$ cat config.mk
export PLATFORM = sky130hd
export DESIGN_NAME = rr_arbiter8_enc_flat
export DESIGN_NICKNAME = d
export VERILOG_FILES = /design/src/rtl/rr_arbiter8_enc_if.sv /design/src/rtl/rr_arbiter8_enc.sv /design/src/flat_wrapper.sv
export SDC_FILE = /design/constraint.sdc
export NUM_CORES = 1
export LEC_CHECK = 0
export ABC_CLOCK_PERIOD_IN_PS = 4500
export BUFFER_PORTS_ARGS = -buffer_cell sky130_fd_sc_hd__buf_2
export CORE_UTILIZATION = 55
export CTS_CLUSTER_SIZE = 12
export DETAILED_ROUTE_END_ITERATION = 7
export PLACE_DENSITY = 0.76
export SETUP_SLACK_MARGIN = 0.05
export SLEW_MARGIN = 20
export SYNTH_ARGS = -nofsm -noshare
export SYNTH_HDL_FRONTEND = slang
export SYNTH_SLANG_ARGS = --single-unit
$ cat constraint.sdc
create_clock -name clk -period 4.5 [get_ports clk]
set_clock_uncertainty 0.1 [all_clocks]
set_input_delay 0.225 -clock clk [delete_from_list [all_inputs] [get_ports clk]]
set_output_delay 0.225 -clock clk [all_outputs]
set_load 0.03 [all_outputs]
$ cat src/rtl/rr_arbiter8_enc_if.sv
// Request/grant bundle for the 8-way round-robin arbiter.
// The owner-done strobe is named rel because release is a reserved word.
interface rr_arbiter8_enc_if;
  logic       en;
  logic [7:0] req;
  logic       rel;
  logic [2:0] gnt_idx;
  logic       gnt_valid;
  logic       gnt_timeout;

  modport master (
    output en,
    output req,
    output rel,
    input  gnt_idx,
    input  gnt_valid,
    input  gnt_timeout
  );

  modport slave (
    input  en,
    input  req,
    input  rel,
    output gnt_idx,
    output gnt_valid,
    output gnt_timeout
  );
endinterface

$ cat src/rtl/rr_arbiter8_enc.sv
// 8-requester round-robin arbiter with a registered binary grant index,
// grant hold until release/request drop, and an optional hold-time limit.
module rr_arbiter8_enc #(
  parameter int unsigned MAX_HOLD = 16,
  parameter int unsigned CNT_W    = 5
) (
  input  logic               clk,
  input  logic               rst,
  rr_arbiter8_enc_if.slave   bus
);

  typedef enum logic {StIdle, StGrant} state_e;

  state_e           state_q, state_d;
  logic [2:0]       ptr_q, ptr_d;
  logic [2:0]       idx_q, idx_d;
  logic [CNT_W-1:0] cnt_q, cnt_d;
  logic             to_q, to_d;

  logic [2:0]       win_idx;
  logic             win_found;
  logic             owner_end;
  logic             hold_hit;

  // Scan from the highest offset down so the lowest offset from ptr wins.
  always_comb begin
    win_idx   = ptr_q;
    win_found = |bus.req;
    for (int k = 7; k >= 0; k--) begin
      if (bus.req[ptr_q + 3'(k)]) begin
        win_idx = ptr_q + 3'(k);
      end
    end
  end

  assign owner_end = bus.rel | ~bus.req[idx_q];
  assign hold_hit  = (MAX_HOLD != 0) && (cnt_q == CNT_W'(MAX_HOLD - 1));

  always_ff @(posedge clk or posedge rst) begin
    if (rst) begin
      state_q <= StIdle;
      ptr_q   <= '0;
      idx_q   <= '0;
      cnt_q   <= '0;
      to_q    <= 1'b0;
    end else begin
      state_q <= state_d;
      ptr_q   <= ptr_d;
      idx_q   <= idx_d;
      cnt_q   <= cnt_d;
      to_q    <= to_d;
    end
  end

  always_comb begin
    state_d = state_q;
    ptr_d   = ptr_q;
    idx_d   = idx_q;
    cnt_d   = cnt_q;
    to_d    = 1'b0;
    unique case (state_q)
      StIdle: begin
        if (bus.en && win_found) begin
          state_d = StGrant;
          idx_d   = win_idx;
          cnt_d   = '0;
        end
      end
      StGrant: begin
        if (owner_end || hold_hit) begin
          state_d = StIdle;
          ptr_d   = idx_q + 3'd1;
          cnt_d   = '0;
          // Timeout is flagged only when the hold limit alone ended the grant.
          to_d    = hold_hit & ~owner_end;
        end else begin
          cnt_d = cnt_q + 1'b1;
        end
      end
      default: begin
        state_d = StIdle;
      end
    endcase
  end

  always_comb begin
    bus.gnt_idx     = idx_q;
    bus.gnt_valid   = (state_q == StGrant);
    bus.gnt_timeout = to_q;
  end

endmodule

$ cat src/flat_wrapper.sv
// flat-port wrapper written by rule: the top's interface ports become plain ports
module rr_arbiter8_enc_flat 
#(
  parameter int unsigned MAX_HOLD = 16,
  parameter int unsigned CNT_W    = 5
)
  (clk, rst, bus_en, bus_req, bus_rel, bus_gnt_idx, bus_gnt_valid, bus_gnt_timeout);
  rr_arbiter8_enc_if bus_i ();
  input  logic clk;
  input  logic rst;
  input wire logic [$bits(bus_i.en)-1:0] bus_en;
  input wire logic [$bits(bus_i.req)-1:0] bus_req;
  input wire logic [$bits(bus_i.rel)-1:0] bus_rel;
  output wire logic [$bits(bus_i.gnt_idx)-1:0] bus_gnt_idx;
  output wire logic [$bits(bus_i.gnt_valid)-1:0] bus_gnt_valid;
  output wire logic [$bits(bus_i.gnt_timeout)-1:0] bus_gnt_timeout;
  assign bus_i.en = bus_en;
  assign bus_i.req = bus_req;
  assign bus_i.rel = bus_rel;
  assign bus_gnt_idx = bus_i.gnt_idx;
  assign bus_gnt_valid = bus_i.gnt_valid;
  assign bus_gnt_timeout = bus_i.gnt_timeout;
  rr_arbiter8_enc #(.MAX_HOLD(MAX_HOLD), .CNT_W(CNT_W)) u_core (.clk(clk), .rst(rst), .bus(bus_i));
endmodule
==> impl_metrics.env, run 1 <==
export IMPL_status="complete, but fails checks"
export IMPL_violations="design-rule violations"
export IMPL_finalCriticalPeriod_ns=3.21
export IMPL_io_pins=17
export IMPL_cp_slowest_cell="ha_1"
export IMPL_drive_above_1_share_pct=24.1
export IMPL_antennaDiodeCount=0
export IMPL_synth_distinct_cells=48
export IMPL_max_stage_delay_ns=0.65
export IMPL_ant_nets=0
export IMPL_hold_viol=0
export IMPL_rr_startpoint="u_core.ptr_q[0]$_DFFE_PP0P_"
export IMPL_start_util_pct=59.7
export IMPL_path_class="flip-flop to flip-flop"
export IMPL_internal_power_uw=731
export IMPL_power_share_clock_pct=4.8
export IMPL_grt_remaining_overflow=0
export IMPL_die_w_um=57.7
export IMPL_worst_slew_pin_slew_ns=0.726
export IMPL_vias_per_cell=6.70
export IMPL_die_area_um2=3330
export IMPL_power_switching_uw=766
export IMPL_dr_total_vias=1515
export IMPL_min_period_over_period_pct=71.3
export IMPL_fin_tns_setup_ns=0
export IMPL_cts_root_buf="clkbuf_4"
export IMPL_fin_nets=213
export IMPL_max_slew_margin_pct=51.6
export IMPL_combinationalPowerShare_pct=79.9
export IMPL_ctsResizeCount=0
export IMPL_place_congestion=0.968
export IMPL_r2r_end="u_core.bus.gnt_idx[1]$_DFFE_PP0P_"
export IMPL_cap_violations=0
export IMPL_p_per_area_nw_per_um2=832
export IMPL_p_seq_share_pct=15.2
export IMPL_syn_area_um2=1700
export IMPL_whs_ns=0.193
export IMPL_dr_first_iter_drc_count=96
export IMPL_ys_ff_latch=13
export IMPL_max_clock_path_buffers=2
export IMPL_ys_warn_count=0
export IMPL_required_ns=4.61
export IMPL_drt_total_wl_um=4020
export IMPL_syn_area_per_cell_um2=9.21
export IMPL_rrSetupSlack_ns=1.29
export IMPL_worstSetupEndpoint="u_core.bus.gnt_idx[1]$_DFFE_PP0P_"
export IMPL_end_kind="flip-flop"
export IMPL_hp_class="primary input to flip-flop"
export IMPL_numClockSinks=13
export IMPL_num_rows=19
export IMPL_fillers=240
export IMPL_setup_violations=0
export IMPL_ys_seq_area_share_pct=19.1
export IMPL_core_um2=2850
export IMPL_drcViolationCount=2
export IMPL_synth_edf_count=0
export IMPL_critical_path_max_fanout=26
export IMPL_synthArstFlopShare_pct=100
export IMPL_clk_latency_ns=0.27
export IMPL_worstPathCellList="buf_4 > inv_1 > ha_1 > mux4_2 > mux2i_2 > mux2i_1 > or3_1 > a221o_1 > nand2_1"
export IMPL_wl_per_cell_um=17.8
export IMPL_cts_tree="done"
export IMPL_synthFlopType="dfrtp_1"
export IMPL_leakage_uw=0.000765
export IMPL_dp_hpwl_um=3110
export IMPL_syn_to_final_growth_pct=5.58
export IMPL_fin_area_um2=1800
export IMPL_switching_share_pct=51.2
export IMPL_reg2reg_depth=9
export IMPL_grt_pass1_wl_um=6770
export IMPL_ir_worst_vdd_mv=0.532
export IMPL_grt_pass1_vias=1393
export IMPL_portBuffers=16
export IMPL_firstDrtPassIters=6
export IMPL_rsz0062_at_grt="no"
export IMPL_grt_start_max_net_pins=27
export IMPL_postSynthCellCount=185
export IMPL_slew_violations=0
export IMPL_cp_data_arrival_time_ns=3.32
export IMPL_final_util_pct=63.1
export IMPL_placed_area_um2=1760
export IMPL_start_kind="flip-flop"
export IMPL_crit_start="u_core.ptr_q[0]$_DFFE_PP0P_"
export IMPL_track_usage_pct=26.4
export IMPL_max_freq_mhz=312
export IMPL_htree_levels=1
export IMPL_path_clk_slew_ns=0.08
export IMPL_die_h_um=57.7
export IMPL_grt_antenna_before_repair=0
export IMPL_cts_buffers=3
export IMPL_synthesis_nets=202
## per-layer routing
| layer | share of wire, % | vias to the layer above | global-route usage, % |
|---|---|---|---|
| met3 | 7.3 | 4 | 4.46 |
| met5 | 0 | - | 0 |
| met1 | 44 | 733 | 38.3 |
| li1 | - | 724 | - |
| met2 | 48 | 54 | 42.4 |
| met4 | 0.95 | 0 | 4.76 |
## worst min path at each step
stage               cells after the start    start                           endpoint  slack (ns)
floorplan                               1      rst  u_core.bus.gnt_idx[0]$_DFFE_PP0P_       0.002
global placement                        2      rst        u_core.cnt_q[4]$_DFFE_PP0P_        0.16
detailed placement                      2      rst        u_core.cnt_q[4]$_DFFE_PP0P_        0.18
CTS                                     3  bus_rel   u_core.bus.gnt_timeout$_DFF_PP0_        0.18
global route                            3  bus_rel   u_core.bus.gnt_timeout$_DFF_PP0_        0.19
finish                                  3  bus_rel   u_core.bus.gnt_timeout$_DFF_PP0_        0.19
## critical path: cells and delay by family, from the launching register on
family | cells | cell delay [ns]
DFF | 1 | 0.33
muxes | 3 | 0.96
AOI/OAI and AO/OA | 1 | 0.26
buffers and inverters | 2 | 0.47
and+or+nand+nor | 2 | 0.35
adders and majority gates | 1 | 0.65
## sequential cells by signal, summed over array words and instances (netlist names)
signal / count
u_core.bus.gnt_idx: 3
u_core.bus.gnt_valid: 1
u_core.bus.gnt_timeout: 1
u_core.ptr_q: 3
u_core.cnt_q: 5
## cell usage in the layout, fill, tap and decap left out, drive strengths merged, types with 2 or more instances in the layout
master / Yosys / routed
o21ai: 10 / 10
mux2: 8 / 8
a211oi: 3 / 3
nand2: 18 / 18
nand3b: 2 / 2
a211o: 2 / 2
xnor2: 3 / 3
ha: 5 / 5
nor2: 14 / 14
a311oi: 2 / 2
and3: 2 / 2
mux4: 14 / 14
mux2i: 17 / 17
o22ai: 2 / 2
a21oi: 9 / 9
dfrtp: 13 / 13
inv: 13 / 13
buf: 11 / 18
o311ai: 2 / 2
clkbuf: 2 / 4
nor4: 2 / 2
o31ai: 4 / 4
nor2b: 2 / 2
nand3: 6 / 6
or3: 3 / 3
## kinds of logic (layout without fill, tap and decap cells)
| group | after synthesis | in the layout | synth area share (%) |
|---|---|---|---|
| buffers and inverters | 26 | 36 | 7.27 |
| AND/OR/NAND/NOR | 54 | 54 | 15.0 |
| flip-flops | 13 | 13 | 19.1 |
| adder cells (fa/ha/maj) | 5 | 5 | 3.67 |
| multiplexers | 39 | 39 | 34.7 |
| XOR/XNOR | 4 | 4 | 2.50 |
| AO/OA/AOI/OAI | 44 | 44 | 17.8 |
## stage by stage
stage | setup slack [ns] | total power, µW | cells
after floorplan | 1.68 | 1230 | 185
after global placement | 1.40 | 1380 | 221
after detailed placement | 1.32 | 1420 | 221
after CTS | 1.29 | 1490 | 226
after global routing | 1.05 | 1630 | 226
final | 1.29 | 1500 | 226
## synthesized netlist by cell type, types with 3 or more instances
library cell,number,share of area (%)
inv_1,13,2.9
nand3_1,6,1.8
dfrtp_1,13,19
ha_1,5,3.7
o21ai_0,9,2.6
mux4_2,14,19
mux2_2,7,4.6
o31ai_1,4,1.8
mux2i_1,15,8.8
buf_2,9,2.6
nand2_1,18,4.0
a211oi_1,3,1.3
nor2_1,14,3.1
a21oi_1,8,2.3
or3_1,3,1.1
## cell type report
class / count / area [µm²] / share of cell area, %
clock buffer: 4 / 26.3 / 1.46
sequential: 13 / 325 / 18.1
tap: 31 / 38.8 / 2.16
inverter: 13 / 48.8 / 2.71
timing repair buffer: 19 / 105 / 5.84
multi-input combinational: 146 / 1250 / 69.7
## what timing repair did
| action | CTS | global route |
|---|---|---|
| hold buffers | 1 | 0 |
| hold endpoints to repair | 13 | 0 |
| buffers inserted | 0 | 0 |
## power groups by stage
stage / Sequential [µW] / Combinational, µW / Clock [µW]
after global placement: 228 / 1160 / 0
after detailed placement: 230 / 1190 / 0
after floorplan: 231 / 996 / 0
after CTS: 227 / 1190 / 74.2
final: 228 / 1200 / 72.3
after global routing: 237 / 1310 / 79.3
Power figures use the tool's default switching activity.
==> inputs of run 2 (changes only) <==
- ABC_CLOCK_PERIOD_IN_PS: 4500 -> 3000
- clock period: 4.5 -> 3 ns (I/O delays scaled with it)
==> run 2 against run 1 <==
Compared with the run above:
- the run still ends with design-rule violations left
- combinational power up 58%
- wire length up 8.2%
- utilization up 0.79 points
- die area unchanged
- total power up 55%
- global-route usage up 0.61 points
- fmax up 14%
- register-to-register slack worse by 1.1 ns
- critical path depth down 1
- clock power up 54%
- first-iteration DRC count up 23%
- final cell count up 1.3%
- highest routed layer unchanged
==> impl_metrics.env, run 2 (synthesis gave the netlist of run 1 again) <==
export IMPL_grt_remaining_overflow=0
export IMPL_start_kind="flip-flop"
export IMPL_finalCriticalPeriod_ns=2.81
export IMPL_die_w_um=57.7
export IMPL_hp_class="primary input to flip-flop"
export IMPL_largest_reg_flops=5
export IMPL_total_power_uw=2320
export IMPL_numClockSinks=13
export IMPL_worst_slew_pin_slew_ns=0.584
export IMPL_rsz0062_at_grt="no"
export IMPL_fin_cells=229
export IMPL_track_usage_pct=27.0
export IMPL_htree_levels=1
export IMPL_place_congestion=0.983
export IMPL_rr_startpoint="u_core.ptr_q[0]$_DFFE_PP0P_"
export IMPL_required_ns=3.11
export IMPL_min_period_over_period_pct=93.6
export IMPL_firstDrtPassIters=7
export IMPL_core_um2=2850
export IMPL_critical_path_max_fanout=9
export IMPL_slew_violations=0
export IMPL_ir_worst_vdd_mv=0.688
export IMPL_cts_tree="done"
export IMPL_end_kind="flip-flop"
export IMPL_crit_start="u_core.ptr_q[0]$_DFFE_PP0P_"
export IMPL_ant_nets=0
export IMPL_max_freq_mhz=356
export IMPL_drt_total_wl_um=4350
export IMPL_p_per_area_nw_per_um2=1270
export IMPL_cts_buffers=3
export IMPL_grt_pass1_wl_um=6930
export IMPL_fin_nets=216
export IMPL_dp_cells=224
export IMPL_setup_violations=0
export IMPL_antennaDiodeCount=0
export IMPL_start_util_pct=59.7
export IMPL_drive_above_1_share_pct=25.3
export IMPL_register_area_um2=325
export IMPL_io_pins=17
export IMPL_top_register="u_core.cnt_q"
export IMPL_drcViolationCount=2
export IMPL_wl_per_cell_um=19.0
export IMPL_die_h_um=57.7
export IMPL_dr_first_iter_drc_count=118
export IMPL_fillers=253
export IMPL_die_area_um2=3330
export IMPL_violations="design-rule violations"
export IMPL_grt_antenna_before_repair=0
export IMPL_dr_total_vias=1624
export IMPL_max_clock_path_buffers=2
export IMPL_max_slew_margin_pct=60.1
export IMPL_hp_start="bus_rel"
export IMPL_multiInputGateArea_um2=1250
export IMPL_grt_pass1_vias=1410
export IMPL_portBuffers=16
export IMPL_cts_root_buf="clkbuf_4"
export IMPL_grt_start_max_net_pins=26
export IMPL_path_clk_slew_ns=0.08
export IMPL_layout_common_cells="nand2_1, buf_2, mux2i_1, mux4_2, nor2_1"
export IMPL_hold_viol=0
export IMPL_final_common_cell="nand2_1"
export IMPL_syn_to_final_growth_pct=6.90
export IMPL_final_util_pct=63.9
export IMPL_cap_violations=0
export IMPL_leakage_uw=0.000780
export IMPL_whs_ns=0.112
export IMPL_path_class="flip-flop to flip-flop"
export IMPL_status="complete, but fails checks"
export IMPL_vias_per_cell=7.09
export IMPL_clk_latency_ns=0.28
export IMPL_dp_hpwl_um=3270
export IMPL_fin_tns_setup_ns=0
export IMPL_cp_data_arrival_time_ns=2.92
export IMPL_num_rows=19
==> run 2: metal layers <==
| metal | routed length [µm] | up-vias | GRT usage [%] |
|---|---|---|---|
| met5 | 0 | - | 0 |
| met4 | 7 | 0 | 5.44 |
| met3 | 497 | 2 | 4.02 |
| met2 | 2120 | 127 | 45.7 |
| met1 | 1720 | 765 | 37.3 |
| li1 | - | 730 | - |
==> run 2: metrics by stage <==
stage / area [µm²] / setup WS (ns)
floorplan: 1700 / 0.178
detailed placement: 1790 / 0.277
global route: 1820 / 0.0951
finish: 1820 / 0.191
global placement: 1790 / 0.391
CTS: 1820 / 0.232
==> run 2: power breakdown <==
part / leakage (µW) / switching (µW) / internal, µW
Combinational: 0.000598 / 1040 / 844
Clock: 0.0000150 / 59.2 / 51.6
Sequential: 0.000166 / 91.1 / 233
Total: 0.000780 / 1190 / 1130
==> run 2: area by class of cell <==
class | instances | share of cell area, %
Timing Repair Buffer | 22 | 7.01
Inverter | 13 | 2.68
Sequential cell | 13 | 17.9
Clock buffer | 4 | 1.44
Multi-Input combinational cell | 146 | 68.9
Tap cell | 31 | 2.13
==> run 2: path summary, 6_finish.rpt <==
check,to,slack [ns],cells after the start
max,u_core.bus.gnt_idx[1]$_DFFE_PP0P_,0.19,8
min,u_core.bus.gnt_timeout$_DFF_PP0_,0.11,3
max reg2reg,u_core.bus.gnt_idx[1]$_DFFE_PP0P_,0.19,8
min reg2reg,u_core.cnt_q[4]$_DFFE_PP0P_,0.39,2
max in group asynchronous,u_core.cnt_q[3]$_DFFE_PP0P_,2.10,3
min in group asynchronous,u_core.cnt_q[4]$_DFFE_PP0P_,0.35,3
==> run 2: repair_timing <==
item,CTS,global route
setup buffers,0,0
hold buffers,1,0
endpoints found under the hold margin,13,0
resized for setup,0,0
==> run 2: worst max-delay path: stages, from the launching register on <==
cell and delay [ns]:
dfrtp_1 0.37, inv_1 0.10, ha_1 0.52, mux4_2 0.62
mux2i_2 0.22, mux2i_1 0.14, a2111oi_0 0.49, a311oi_1 0.08
nand2_1 0.10
==> inputs of run 3 (changes only) <==
- CORE_UTILIZATION: 55 -> 50
- PLACE_DENSITY: 0.76 -> 0.7
==> run 3 against run 2 <==
Compared with the run above:
- the run now ends clean
- non-clock buffer count fell by 1
- final cell count rose by 5.2%
- total power fell by 0.35%
- clock power barely moved
- fmax rose by 2.8%
- critical path type unchanged
- highest routed layer unchanged
==> impl_metrics.env, run 3 (synthesis gave the netlist of run 1 again) <==
export IMPL_status="finished clean"
export IMPL_core_um2=3150
export IMPL_worst_slew_pin_slew_ns=0.563
export IMPL_wl_per_cell_um=18.3
export IMPL_ctsResizeCount=0
export IMPL_critical_path_max_fanout=8
export IMPL_ant_nets=0
export IMPL_die_w_um=60.4
export IMPL_internal_power_uw=1120
export IMPL_start_util_pct=54.0
export IMPL_largest_reg_flops=5
export IMPL_cp_data_arrival_time_ns=2.85
export IMPL_track_usage_pct=26.2
export IMPL_vias_per_cell=6.56
export IMPL_placed_area_um2=1790
export IMPL_finalCriticalPeriod_ns=2.73
export IMPL_place_congestion=0.918
export IMPL_p_seq_share_pct=14.4
export IMPL_power_share_clock_pct=4.7
export IMPL_cts_buffers=3
export IMPL_fin_area_um2=1830
export IMPL_htree_levels=1
export IMPL_whs_ns=0.0997
export IMPL_die_h_um=60.4
export IMPL_met1_usage_pct=34.4
export IMPL_drive_above_1_share_pct=24.9
export IMPL_rsz0062_at_grt="no"
export IMPL_slew_violations=0
export IMPL_max_stage_delay_ns=0.61
export IMPL_dr_first_iter_drc_count=78
export IMPL_hp_class="primary input to flip-flop"
export IMPL_max_clock_path_buffers=2
export IMPL_met2_usage_pct=44.6
export IMPL_end_kind="flip-flop"
export IMPL_firstDrtPassIters=4
export IMPL_switching_share_pct=51.6
export IMPL_required_ns=3.11
export IMPL_hold_viol=0
export IMPL_syn_to_final_growth_pct=7.42
export IMPL_drcViolationCount=0
export IMPL_setup_violations=0
export IMPL_fin_tns_setup_ns=0
export IMPL_cts_root_buf="clkbuf_4"
export IMPL_start_kind="flip-flop"
export IMPL_worstPathCellList="inv_1 > ha_1 > mux4_2 > mux2i_2 > mux2i_1 > or3_1 > a221o_1 > nand2_1"
export IMPL_fin_nets=215
export IMPL_final_util_pct=58.1
export IMPL_num_rows=20
export IMPL_grt_pass1_wl_um=7100
export IMPL_portBuffers=16
export IMPL_max_freq_mhz=366
export IMPL_path_class="flip-flop to flip-flop"
export IMPL_antennaDiodeCount=0
export IMPL_leakage_uw=0.000775
export IMPL_grt_antenna_before_repair=0
export IMPL_max_slew_margin_pct=62.1
export IMPL_dp_hpwl_um=3300
export IMPL_path_clk_slew_ns=0.08
export IMPL_top_register="u_core.cnt_q"
export IMPL_combinationalPowerShare_pct=80.8
export IMPL_cp_slowest_cell="mux4_2"
export IMPL_grt_use_met3_pct=4.69
export IMPL_cap_violations=0
export IMPL_numClockSinks=13
export IMPL_cts_tree="done"
export IMPL_io_pins=17
export IMPL_ir_worst_vdd_mv=0.545
export IMPL_layout_common_cells="nand2_1, buf_2, mux2i_1, mux4_2, nor2_1"
export IMPL_top_usage_layer="met2"
export IMPL_die_area_um2=3650
export IMPL_final_common_cell="nand2_1"
export IMPL_drt_total_wl_um=4420
export IMPL_p_per_area_nw_per_um2=1260
export IMPL_clk_latency_ns=0.28
export IMPL_min_period_over_period_pct=91.1
export IMPL_grt_start_max_net_pins=26
export IMPL_grt_remaining_overflow=0
export IMPL_grt_pass1_vias=1497
export IMPL_dr_total_vias=1581
export IMPL_power_switching_uw=1190
## run 3: routing by layer
layer	vias to the layer above	share of wire, %
met1	775	41
met4	0	1.7
met3	11	7.2
li1	723	-
met5	-	0
met2	72	50
## run 3: stage by stage
step / worst slack (ns) / power (µW) / cells
floorplan: 0.178 / 1840 / 185
global placement: 0.385 / 2150 / 236
detailed placement: 0.328 / 2170 / 236
CTS: 0.295 / 2290 / 241
global route: 0.143 / 2490 / 241
finish: 0.268 / 2310 / 241
## run 3: layout make-up
type,instances,area [µm²]
repair buffers,21,120
well taps,44,55.1
flip-flops and latches,13,325
fillers,302,1320
inverters,13,48.8
multi-input cells,146,1250
clock buffers,4,26.3
## run 3: timing repair
action / 4_1_cts / 5_1_grt
setup endpoints to repair: 0 / 0
hold endpoints to repair: 13 / 0
setup buffers: 0 / 0
hold buffers: 1 / 0
## run 3: path summary, 6_finish.rpt
| path | start | to | slack, ns | depth (start not counted) |
|---|---|---|---|---|
| setup / recovery | u_core.ptr_q[0]$_DFFE_PP0P_ | u_core.bus.gnt_idx[1]$_DFFE_PP0P_ | 0.27 | 8 |
| hold / removal | bus_rel | u_core.bus.gnt_timeout$_DFF_PP0_ | 0.1 | 3 |
| setup reg to reg | u_core.ptr_q[0]$_DFFE_PP0P_ | u_core.bus.gnt_idx[1]$_DFFE_PP0P_ | 0.27 | 8 |
| hold reg to reg | u_core.cnt_q[1]$_DFFE_PP0P_ | u_core.cnt_q[1]$_DFFE_PP0P_ | 0.42 | 2 |
| max in group asynchronous | rst | u_core.bus.gnt_idx[2]$_DFFE_PP0P_ | 2.11 | 3 |
| min in group asynchronous | rst | u_core.bus.gnt_timeout$_DFF_PP0_ | 0.35 | 3 |
## run 3: power by group through the flow
| stage | clock (µW) | sequential (µW) | combinational (µW) |
|---|---|---|---|
| after floorplan | 0 | 346 | 1490 |
| after global placement | 0 | 331 | 1810 |
| after detailed placement | 0 | 335 | 1840 |
| final | 110 | 334 | 1870 |
| after CTS | 113 | 332 | 1850 |
| after global routing | 121 | 345 | 2030 |
## run 3: critical path, delay by kind of cell (launching register included)
kind / cells / cell delay [ns]
multiplexers: 3 / 0.96
adder cells (fa/ha/maj): 1 / 0.50
AND/OR/NAND/NOR: 2 / 0.38
flip-flops: 1 / 0.36
AO/OA/AOI/OAI: 1 / 0.27
buffers and inverters: 1 / 0.11
